===== src/rtl/cpu_defs.sv =====
// Shared CPU definitions for the fetch path and later pipeline stages.
// Holds the two-byte opcode encodings, default datapath widths and the
// fetch FSM state encoding so decode logic and benches can refer to them.
// No ports (package).
package cpu_defs;

    localparam int unsigned DEF_ADDR_W = 8;
    localparam int unsigned DEF_DATA_W = 8;

    // Load immediate: opcode[7:3] matches this prefix, next byte is the data.
    localparam logic [4:0] OP_LOADI_PREFIX = 5'b10110;
    // Jump: next byte is the absolute target address.
    localparam logic [7:0] OP_JUMP         = 8'hC0;
    // Nop: only treated specially when FETCH_NOP_SQUASH_EN is defined.
    localparam logic [7:0] OP_NOP          = 8'hFF;

    typedef enum logic [2:0] {
        FETCH_OP  = 3'd0,
        CAP_OP    = 3'd1,
        FETCH_IMM = 3'd2,
        CAP_IMM   = 3'd3,
        ISSUE     = 3'd4
    } fetch_state_e;

endpackage


===== src/rtl/fetch_len_decode.sv =====
// Instruction length decode: classifies an opcode byte.
// Ports:
//   opcode_i       opcode byte to classify
//   is_two_byte_o  opcode is followed by an operand byte (load immediate or jump)
//   is_jump_o      opcode is an unconditional jump
//   is_nop_o       opcode is the nop encoding
module fetch_len_decode
    import cpu_defs::*;
#(
    parameter int unsigned DATA_W = DEF_DATA_W
) (
    input  logic [DATA_W-1:0] opcode_i,
    output logic              is_two_byte_o,
    output logic              is_jump_o,
    output logic              is_nop_o
);

    logic is_loadi;

    always_comb begin
        is_loadi      = (opcode_i[DATA_W-1 -: 5] == OP_LOADI_PREFIX);
        is_jump_o     = (opcode_i == OP_JUMP);
        is_nop_o      = (opcode_i == OP_NOP);
        is_two_byte_o = is_loadi || is_jump_o;
    end

endmodule


===== src/rtl/fetch_unit.sv =====
// Instruction fetch stage behind a 1-cycle registered instruction ROM.
// Owns the pc, captures opcode/operand bytes, resolves jumps internally and
// issues complete instructions over a valid/ready handshake.
// Optional build macro: FETCH_NOP_SQUASH_EN drops nop (8'hFF) opcodes in
// CAP_OP instead of issuing them.
// Ports:
//   clk, rst            clock; synchronous active-high reset
//   rom_addr            ROM address, always equal to pc
//   rom_data            ROM data, valid the cycle after rom_addr
//   instr_valid/ready   issue handshake
//   instr_opcode        issued opcode byte
//   instr_operand       issued immediate byte (0 for single-byte instructions)
//   instr_has_operand   issued opcode was two-byte
//   instr_pc            address of the issued opcode byte
module fetch_unit
    import cpu_defs::*;
#(
    parameter int unsigned          ADDR_W   = DEF_ADDR_W,
    parameter int unsigned          DATA_W   = DEF_DATA_W,
    parameter logic [ADDR_W-1:0]    RESET_PC = '0
) (
    input  logic              clk,
    input  logic              rst,
    output logic [ADDR_W-1:0] rom_addr,
    input  logic [DATA_W-1:0] rom_data,
    output logic              instr_valid,
    input  logic              instr_ready,
    output logic [DATA_W-1:0] instr_opcode,
    output logic [DATA_W-1:0] instr_operand,
    output logic              instr_has_operand,
    output logic [ADDR_W-1:0] instr_pc
);

    fetch_state_e      state_q, state_d;
    logic [ADDR_W-1:0] pc_q, pc_d;
    logic [ADDR_W-1:0] op_pc_q, op_pc_d;
    logic [DATA_W-1:0] op_q, op_d;
    logic [DATA_W-1:0] operand_q, operand_d;
    logic              has_op_q, has_op_d;

    logic [DATA_W-1:0] dec_opcode;
    logic              is_two_byte;
    logic              is_jump;
    logic              is_nop;

    // In CAP_OP the opcode is still on rom_data; afterwards it lives in op_q.
    assign dec_opcode = (state_q == CAP_OP) ? rom_data : op_q;

    fetch_len_decode #(
        .DATA_W (DATA_W)
    ) u_len_decode (
        .opcode_i      (dec_opcode),
        .is_two_byte_o (is_two_byte),
        .is_jump_o     (is_jump),
        .is_nop_o      (is_nop)
    );

`ifndef FETCH_NOP_SQUASH_EN
    logic unused_is_nop;
    assign unused_is_nop = is_nop;
`endif

    // State register.
    always_ff @(posedge clk) begin
        if (rst) begin
            state_q   <= FETCH_OP;
            pc_q      <= RESET_PC;
            op_pc_q   <= '0;
            op_q      <= '0;
            operand_q <= '0;
            has_op_q  <= 1'b0;
        end else begin
            state_q   <= state_d;
            pc_q      <= pc_d;
            op_pc_q   <= op_pc_d;
            op_q      <= op_d;
            operand_q <= operand_d;
            has_op_q  <= has_op_d;
        end
    end

    // Next-state and datapath capture.
    always_comb begin
        state_d   = state_q;
        pc_d      = pc_q;
        op_pc_d   = op_pc_q;
        op_d      = op_q;
        operand_d = operand_q;
        has_op_d  = has_op_q;

        unique case (state_q)
            FETCH_OP: begin
                state_d = CAP_OP;
            end
            CAP_OP: begin
                op_d      = rom_data;
                op_pc_d   = pc_q;
                pc_d      = pc_q + ADDR_W'(1);
                has_op_d  = is_two_byte;
                operand_d = '0;
                state_d   = is_two_byte ? FETCH_IMM : ISSUE;
`ifdef FETCH_NOP_SQUASH_EN
                if (is_nop) begin
                    state_d = FETCH_OP;
                end
`endif
            end
            FETCH_IMM: begin
                state_d = CAP_IMM;
            end
            CAP_IMM: begin
                operand_d = rom_data;
                if (is_jump) begin
                    // Jumps are consumed here and never reach the issue port.
                    pc_d    = ADDR_W'(rom_data);
                    state_d = FETCH_OP;
                end else begin
                    pc_d    = pc_q + ADDR_W'(1);
                    state_d = ISSUE;
                end
            end
            ISSUE: begin
                if (instr_ready) begin
                    state_d = FETCH_OP;
                end
            end
            default: begin
                state_d = FETCH_OP;
            end
        endcase
    end

    // Outputs.
    always_comb begin
        rom_addr          = pc_q;
        instr_valid       = (state_q == ISSUE);
        instr_opcode      = op_q;
        instr_operand     = operand_q;
        instr_has_operand = has_op_q;
        instr_pc          = op_pc_q;
    end

endmodule


===== config.mk =====
export PLATFORM = sky130hd
export DESIGN_NAME = fetch_unit
export DESIGN_NICKNAME = d
export VERILOG_FILES = /design/src/rtl/cpu_defs.sv /design/src/rtl/fetch_len_decode.sv /design/src/rtl/fetch_unit.sv
export SDC_FILE = /design/constraint.sdc
export NUM_CORES = 1
export LEC_CHECK = 0
export ABC_AREA = 1
export CORE_ASPECT_RATIO = 0.7
export CORE_MARGIN = 4
export CORE_UTILIZATION = 45
export DETAILED_ROUTE_END_ITERATION = 7
export DONT_BUFFER_PORTS = 1
export GPL_TIMING_DRIVEN = 0
export PLACE_DENSITY = 0.57
export SKIP_LAST_GASP = 1
export SLEW_MARGIN = 20
export SYNTH_ARGS = -nofsm -noshare
export SYNTH_HDL_FRONTEND = slang
export SYNTH_HIERARCHICAL = 1
export SYNTH_SLANG_ARGS = --single-unit

===== constraint.sdc =====
create_clock -name clk -period 6.5 [get_ports clk]
set_clock_uncertainty 0.05 [all_clocks]
set_input_delay 0.65 -clock clk [delete_from_list [all_inputs] [get_ports clk]]
set_output_delay 0.65 -clock clk [all_outputs]
set_load 0.02 [all_outputs]

Yosys cells after proc, flatten, opt, wreduce, memory -nomap -nowiden
Index checks and enable logic that the tools add are counted.

Bits in registers: 36. Input bits: 11.

Add/sub/neg operators: 1. Eq/ne operators: 7. Mux-type cells: 8. Reduce and logical (&&, ||, !) cells: 3.

Operator list (number): case mux 8 bit (2 select lines) (2); two-way mux 8 bit (2); case mux 3 bit (5 select lines) (1); two-way mux 3 bit (3); adder 8 x 1 -> 8 bit (second input constant) (1); == test 8 bit (second input constant) (1); == test 3 x 2 -> 1 bit (second input constant) (2); == test 5 bit (second input constant) (1); == test 3 x 1 -> 1 bit (second input constant) (1); == test 3 bit (second input constant) (1); zero test 3 bit (1); != test 2 x 1 -> 1 bit (second input constant) (1); nonzero test 2 bit (1); logical OR 1 bit (1).

Longest topological paths before layout
Gate-level depths: netlist of run 1.

Depth after elaboration: 6. Depth in mapped cells: 18. Depth with buffers taken out: 17.

Cells and area by module
The synthesis of run 1 kept the hierarchy.

Modules (own cells, without submodules): fetch_unit (times used 1, cells an instance 227, area an instance 1636.6 sq um, sequential area each 720.7 sq um); fetch_len_decode (times used 1, cells an instance 23, area an instance 91.3 sq um, sequential area each 0.0 sq um).

Worst setup path before layout of run 1
No wires, ideal clock.

Path type: register to register. Start: register state_q[2]. End: register pc_q[5], in the netlist rom_addr[5]. Library setup time: 109 ps. Data arrival time: 1898 ps. Data required time: 6341 ps. Path slack: 4442 ps. Cell stages (with the launch flop): 17. Buffers on the path: 2. Clock period less this slack: 2058 ps. Cell sequence: dfxtp_1 > nor3_2 > inv_2 > buf_2 > nand2_1 > inv_1 > a21oi_1 > nand2_1 > nor2_1 > nand2_1 > inv_1 > nand2_2 > buf_6 > nand3_1 > nand3_1 > nand2_1 > inv_1.

Word-level cells in the longest chain between the ends: 5. Elaborated cells on any way between the ends: 7.

Ends and longest elaborated chain: from (decl) (line fetch_unit.sv:34) `fetch_state_e state_q, state_d;`; from (signal assigned) (line fetch_unit.sv:73) `state_q <= state_d;`; == test 3 x 1 -> 1 bit (line fetch_unit.sv:47) `assign dec_opcode = (state_q == CAP_OP) ? rom_data : op_q;`; two-way mux 8 bit; net dec_opcode[6] (line fetch_unit.sv:41) `logic [DATA_W-1:0] dec_opcode;`; == test 8 bit (line fetch_len_decode.sv:22) `is_jump_o = (opcode_i == OP_JUMP);`; net is_jump (line fetch_unit.sv:43) `logic is_jump;`; two-way mux 8 bit (line fetch_unit.sv:113) `if (is_jump) begin`; case mux 8 bit (2 select lines) (line fetch_unit.sv:91) `unique case (state_q)`; to (signal assigned) (line fetch_unit.sv:74) `pc_q <= pc_d;`; to (decl) (line fetch_unit.sv:35) `logic [ADDR_W-1:0] pc_q, pc_d;`.

The timed path passes the listed nets, and every way through them passes these cells. A chain may end at the register's enable or synchronous reset.

Worst setup path after layout of run 1
Start: register state_q[0]. End: register pc_q[5], in the netlist rom_addr[5].

The elaborated chain is that of the path after synthesis.

==> metrics.csv, run 1 <==
metric;value;unit
hpwl;3157;um
area_growth;8.912;%
syn_inst;247;
grt_overflow;0;
r2r_cells;17;
die_x;81.74;um
grt_max_degree;11;
holdCritStartpoint;rst;
syn_area;0.001713;mm^2
met3_usage;0.07447;
drtIter0Drc;77;
start_util;0.4753;
crit_top_cell;nand2_1;
grt_util_met2;0.2497;
finalSetupViolations;0;
cts_made_buffers;5;
p_leak;0.8464;nW
antenna_found_initial;0;
required;6640;ps
grt_usage;0.1867;
n_antenna_cell;0;
syn_nets;259;
peakVddDrop;160.4;uV
wire_per_inst;13.63;um
cp-start-kind;register;
path_delay_family;simple AND/OR/NAND/NOR gates;
max_stage_delay;430;ps
grt.busiest_layer;met1;
drv_slew;0;
worst_pin_slew;727.6;ps
critPathMaxFanout;10;
gp_congestion;0.7941;
clock-root-buffer;clkbuf_8;
io_buffers;0;
ys_warn_count;6;
cp-end-kind;register;
cts_tree;yes;
crit_arrival;2460;ps
power.total;536.8;uW
post-cts-setup-buffers;0;
dieArea;0.004873;mm^2
critPathBufInv;7;
period_share;0.3568;
use_met1;0.2709;
period_needed;2319;ps
critPathKind;reg -> reg;
holdPathStages;1;
core;0.003603;mm^2
ant_nets;0;
vias;1524;
via_per_inst;4.997;
ctsHoldBuffers;0;
r2r_end;rom_addr[5];
drc_errors;0;
htree_levels;2;
fmax;0.4312;GHz
drive_gt1_frac;0.1098;
cap_violations;0;
outcome;complete, no violations;
hold-path-endpoint;state_q[0];
rr_startpoint;state_q[0];
wl;4158;um
rsz0062_at_grt;no;
crit_slowest_cell;dfxtp_1;
cts.sinks;36;
slew_headroom;0.5112;
pin_count;45;
crit_chain;inv_2 > nor3_2 > inv_2 > buf_2 > nand2_1 > inv_1 > a21oi_1 > nand2_1 > nor2_1 > nand2_1 > inv_1 > nand2_2 > buf_6 > nand3_1 > nand3_1 > nand2_1 > inv_1;
avgSynthCellArea;6.935;um^2
clock_path_buffers;2;
p_per_area;287.7;mW/mm^2
finalSetupTns;0;ps
grt_pass1_wl;6741;um
cts_resized;0;
hp-class;in -> reg;
worstSkewPairLatency;290;ps
rows;18;
dieHeight;59.62;um
finalHoldViolations;0;
first_global_vias;1338;
fin_nets;266;
r2r_slack;4180;ps
cts.clk_slew.worst_paths;70;ps
drt_first_pass_iters;4;
==> power by group <==
group	internal, mW	total (mW)	switching [mW]
clock	0.0864	0.164	0.0777
combinational	0.0311	0.0937	0.0627
sequential	0.240	0.279	0.0392
==> worst register-to-register path, stage by stage (launching register included) <==
cell and delay, ps:
dfxtp_1 430, inv_2 50, nor3_2 260, inv_2 60, buf_2 190, nand2_1 70
inv_1 50, a21oi_1 180, nand2_1 70, nor2_1 100, nand2_1 80, inv_1 120
nand2_2 100, buf_6 160, nand3_1 80, nand3_1 60, nand2_1 70, inv_1 40
==> routing by layer <==
| metal | routed length, um | part of all wire |
|---|---|---|
| met1 | 2056 | 0.49 |
| met2 | 1688 | 0.41 |
| met3 | 368 | 0.089 |
| met4 | 44 | 0.011 |
| met5 | 0 | 0 |
==> sequential cells by signal, indices dropped and copies added (netlist names) <==
name	flops
rom_addr	8
instr_opcode	8
instr_operand	8
instr_has_operand	1
instr_pc	8
state_q	3
==> per-stage QoR <==
stage	area (um^2)	setup WS, ps	hold WS (ps)	utilization	std cells
2_1_floorplan	1713	4487	450.3	-	247
3_3_place_gp	1775	4196	489.8	0.4927	297
3_5_place_dp	1775	4191	490.2	0.4927	297
4_1_cts	1866	4171	379.3	0.5177	305
5_1_grt	1866	3893	384.4	0.5177	305
6_report	1866	4181	385.2	0.5177	305
==> layout make-up <==
class,count,area [um^2]
Multi-Input combinational cell,152,757.0
Tap cell,50,62.56
Clock buffer,8,90.09
Buffer,9,47.55
Sequential cell,36,720.7
Inverter,50,187.7
Fill cell,381,1738
==> cell usage in the layout, fill, tap and decap left out, drive strengths merged <==
cell type,instances
a211oi,8
clkbuf,11
nand3,12
nor3,4
ha,1
dfxtp,36
a31oi,2
o21ai,18
inv,50
a21oi,33
nor2,14
buf,6
nand4,1
nand2,59
==> worst max-delay path by stage <==
stage	cells past startpoint	slack, ps	to	from
finish	17	4180	rom_addr[5]	state_q[0]
global placement	17	4200	rom_addr[5]	state_q[0]
global route	17	3890	rom_addr[5]	state_q[0]
detailed placement	17	4190	rom_addr[5]	state_q[0]
floorplan	16	4490	rom_addr[5]	state_q[2]
CTS	17	4170	rom_addr[5]	state_q[0]
Power figures use the tool's default switching activity.
==> run 2, diff against run 1 <==
- PLACE_DENSITY: 0.57 -> 0.59
- clock period: 6.5 -> 2 ns (I/O delays scaled with it)
==> metrics.csv, run 2 (synthesis results as in run 1) <==
metric;value;unit
hold-path-endpoint;instr_operand[3];
dieArea;0.004873;mm^2
r2r_end;rom_addr[5];
nFillCells;342;
crit_cells;16;
required;2150;ps
cp-end-kind;register;
n_antenna_cell;0;
fmax;0.4914;GHz
critPathLaunch;state_q[1];
clock_path_buffers;2;
comb_power_share;0.210;
outcome;complete, but fails checks;
peakVddDrop;467.5;uV
rows;18;
grt_usage;0.1998;
clock-root-buffer;clkbuf_8;
core;0.003603;mm^2
layout_common_cells;nand2_1 (51), inv_1 (39), dfxtp_1 (33);
cts_tree;yes;
worstSkewPairLatency;290;ps
ant_nets;0;
area_growth;22.43;%
io_buffers;0;
grt_overflow;0;
p_leak;0.9428;nW
fin_ws;-34.91;ps
p_seq_frac;0.486;
hold_slack;-0.7408;ps
holdPathStages;2;
finalSetupViolations;7;
rsz0062_at_grt;yes;
gp_congestion;0.8064;
holdCritStartpoint;rom_data[3];
post-route-util;0.5819;
r2r_cells;16;
drt_first_pass_iters;4;
crit_chain;nor3_4 > inv_2 > buf_6 > nand2_2 > inv_2 > a21oi_2 > nand2_1 > nor2_1 > nand2_1 > inv_2 > nand2_4 > buf_6 > nand3_2 > nand3_2 > nand2_1 > inv_1;
violations;hold timing, setup timing;
crit_slowest_cell;dfxtp_4;
path_delay_family;simple AND/OR/NAND/NOR gates;
hp-class;in -> reg;
critPathBufInv;6;
layout.cells.most_common;nand2_1;
die_x;81.74;um
drc_errors;0;
multi_input_area;825.8;um^2
wl;4634;um
crit_arrival;2180;ps
start_util;0.4753;
cap_violations;0;
clockPowerShare;0.304;
cts.sinks;36;
critPathKind;reg -> reg;
max_stage_delay;370;ps
hpwl;3158;um
drtIter0Drc;92;
slew_headroom;0.5278;
dieHeight;59.62;um
vias;1604;
finalHoldViolations;1;
sw_frac_of_total;0.3371;
p_switching;629.1;uW
p_per_area;889.9;mW/mm^2
cp-start-kind;register;
internal_power;1.237;mW
fin_nets;282;
first_global_vias;1447;
period_share;1.017;
drv_slew;0;
r2r_slack;-30;ps
cts_made_buffers;5;
htree_levels;2;
ff_latch_area;729.5;um^2
cts.clk_slew.worst_paths;70;ps
drive_gt1_frac;0.2407;
wire_per_inst;14.48;um
rr_startpoint;state_q[1];
period_needed;2035;ps
pin_count;45;
grt_max_degree;11;
grt_pass1_wl;7189;um
critPathMaxFanout;8;
antenna_found_initial;0;
via_per_inst;5.013;
worst_pin_slew;702.8;ps
-- run 2: how the worst max path moves through the flow --
stage | endpoint
final | rom_addr[5]
after CTS | rom_addr[5]
after global placement | rom_addr[5]
after global routing | rom_addr[0]
after floorplan | rom_addr[5]
after detailed placement | rom_addr[5]
-- run 2: layer usage --
layer  global-route usage  vias up  share of wire
met5                    0        -              0
met4              0.07820        0          0.015
met3              0.07599        7          0.091
met2               0.2670       56           0.42
met1               0.2854      713           0.48
li1                     -      828              -
-- run 2: power by group through the flow --
stage               Sequential (mW)  Clock [mW]  Combinational, mW
floorplan                     0.908           0              0.246
global placement              0.924           0              0.305
detailed placement            0.925           0              0.305
CTS                           0.907       0.575              0.381
global route                  0.914       0.606              0.439
finish                        0.906       0.567              0.393
-- run 2: worst reg2reg max path: stages, from the launching register on --
cell	delay [ps]
dfxtp_4	370
nor3_4	270
inv_2	70
buf_6	140
nand2_2	60
inv_2	40
a21oi_2	120
nand2_1	70
nor2_1	110
nand2_1	90
inv_2	100
nand2_4	80
buf_6	150
nand3_2	70
nand3_2	60
nand2_1	60
inv_1	30
-- run 2: what timing repair did --
item / 4_1_cts / 5_1_grt
hold endpoints to repair: 7 / 0
hold buffers: 6 / 0
buffers inserted: 7 / 2
gates cloned: 1 / 0
resized for setup: 27 / 7
pin swaps: 7 / 5
endpoints found under the setup margin: 9 / 9
-- run 2: metrics by stage --
stage / power, mW / area [um^2] / setup slack (ps) / cells / TNS, ps
5_1_grt: 1.960 / 2097 / -216.0 / 320 / -1631
4_1_cts: 1.863 / 2058 / -11.18 / 318 / -11.18
3_5_place_dp: 1.230 / 1782 / -247.8 / 297 / -1706
2_1_floorplan: 1.154 / 1719 / 22.65 / 247 / 0
3_3_place_gp: 1.229 / 1782 / -240.2 / 297 / -1589
6_report: 1.866 / 2097 / -34.91 / 320 / -147.1
-- run 2: cell type report --
type,instances,share of cell area
Multi-Input combinational cell,152,0.3938
Sequential cell,36,0.3479
Inverter,50,0.08950
Timing Repair Buffer,16,0.06623
Clock buffer,7,0.04594
Tap cell,50,0.02983
Buffer,9,0.02685
==> run 3, diff against run 2 <==
- HOLD_SLACK_MARGIN: default -> 0.1
==> metrics.csv, run 3 (synthesis results as in run 1) <==
metric;value;unit
io_buffers;0;
slew_headroom;0.5268;
crit_slowest_cell;dfxtp_4;
cts.sinks;36;
clock_path_buffers;2;
cp-start-kind;register;
post-place-ws;-247.8;ps
wl;4686;um
ant_nets;0;
violations;setup timing;
n_antenna_cell;0;
cts_made_buffers;5;
final_area;0.002137;mm^2
critPathKind;reg -> reg;
period_needed;2040;ps
first_global_vias;1468;
drive_gt1_frac;0.2372;
via_per_inst;5.108;
drtIter0Drc;87;
die_x;81.74;um
multi_input_area;825.8;um^2
drc_errors;0;
pin_count;45;
worstSkewPairLatency;290;ps
start_util;0.4753;
dp.cells;297;
required;2150;ps
layout_common_cells;nand2_1 (51), inv_1 (39), dfxtp_1 (33);
ff_latch_area;729.5;um^2
clock-root-buffer;clkbuf_8;
hpwl;3158;um
finalHoldViolations;0;
grt_overflow;0;
worst_pin_slew;704.4;ps
p_per_area;879.2;mW/mm^2
cts_tree;yes;
grt_max_degree;11;
post_dp_cell_area;0.001782;mm^2
fmax;0.4902;GHz
grt_usage;0.2004;
outcome;complete, but fails checks;
dieArea;0.004873;mm^2
cp-end-kind;register;
drt_first_pass_iters;5;
vias;1655;
htree_levels;2;
area_growth;24.76;%
fin_nets;286;
holdCritStartpoint;rom_data[0];
gp_congestion;0.8064;
hp-class;in -> reg;
grt_pass1_wl;7231;um
power.total;1.879;mW
rr_startpoint;state_q[1];
rsz0062_at_grt;yes;
max_stage_delay;370;ps
cts.clk_slew.worst_paths;70;ps
wire_per_inst;14.46;um
cap_violations;0;
layout.cells.most_common;nand2_1;
drv_slew;0;
finalSetupTns;-200.0;ps
nFillCells;340;
finalSetupViolations;8;
core;0.003603;mm^2
crit_arrival;2190;ps
dieHeight;59.62;um
p_leak;0.9595;nW
crit_chain;nor3_4 > inv_2 > buf_6 > nand2_2 > inv_2 > a21oi_2 > nand2_1 > nor2_1 > nand2_1 > inv_2 > nand2_4 > buf_6 > nand3_2 > nand3_2 > nand2_1 > inv_1;
fin_ws;-39.93;ps
period_share;1.020;
layout.cells.non_filler;324;
peakVddDrop;469.2;uV
antenna_found_initial;0;
rows;18;
critPathMaxFanout;8;
critPathLaunch;state_q[1];
==> run 3: cell types whose count changed in the layout (fill, tap and decap cells not counted) <==
cell           before  now
dlygate4sd3_1       6   10
==> run 3: what timing repair did <==
action                                  4_1_cts  5_1_grt
setup buffers                                 7        2
endpoints found under the setup margin        9        9
cloned                                        1        0
pin swaps                                     7        5
resized for setup                            27        7
endpoints found under the hold margin        24        0
hold buffers                                 10        0
==> run 3: area by class of cell <==
class                      count  share of cell area
multi-input combinational    152              0.3864
sequential                    36              0.3413
buffer                         9             0.02635
timing repair buffer          20             0.08372
tap                           50             0.02927
clock buffer                   7             0.04508
inverter                      50             0.08782
==> run 3: layer usage <==
| layer | track usage | routed length (um) | vias to the layer above |
|---|---|---|---|
| met5 | 0 | 0 | - |
| met4 | 0.08057 | 69 | 0 |
| met3 | 0.07143 | 409 | 7 |
| met2 | 0.2670 | 1988 | 74 |
| met1 | 0.2892 | 2219 | 739 |
| li1 | - | - | 835 |
==> run 3: stage by stage <==
stage | hold slack, ps | util
floorplan | 232.9 | -
global placement | 240.2 | 0.4944
detailed placement | 238.6 | 0.4944
CTS | 101.1 | 0.5823
global route | 100.3 | 0.5931
finish | 98.21 | 0.5931
==> run 3: path summary, 6_finish.rpt <==
path / endpoint / slack [ps] / depth (start not counted)
worst max-delay path: rom_addr[5] / -40 / 16
worst min register to register: state_q[0] / 510 / 1
worst min-delay path: instr_opcode[0] / 100 / 2
worst max register to register: rom_addr[5] / -40 / 16
==> run 3: where the power goes <==
group          switching [mW]  leakage [nW]  total, mW  internal, mW
logic                   0.248         0.613      0.405         0.157
clock network           0.260        0.0503      0.567         0.307
registers               0.128         0.296      0.907         0.779
==> run 3: worst max-delay path, delay by kind of cell (launching register included) <==
family,cells,cell delay [ps]
and+or+nand+nor,9,870
buffers and inverters,6,530
DFF,1,370
AOI/OAI and AO/OA,1,120
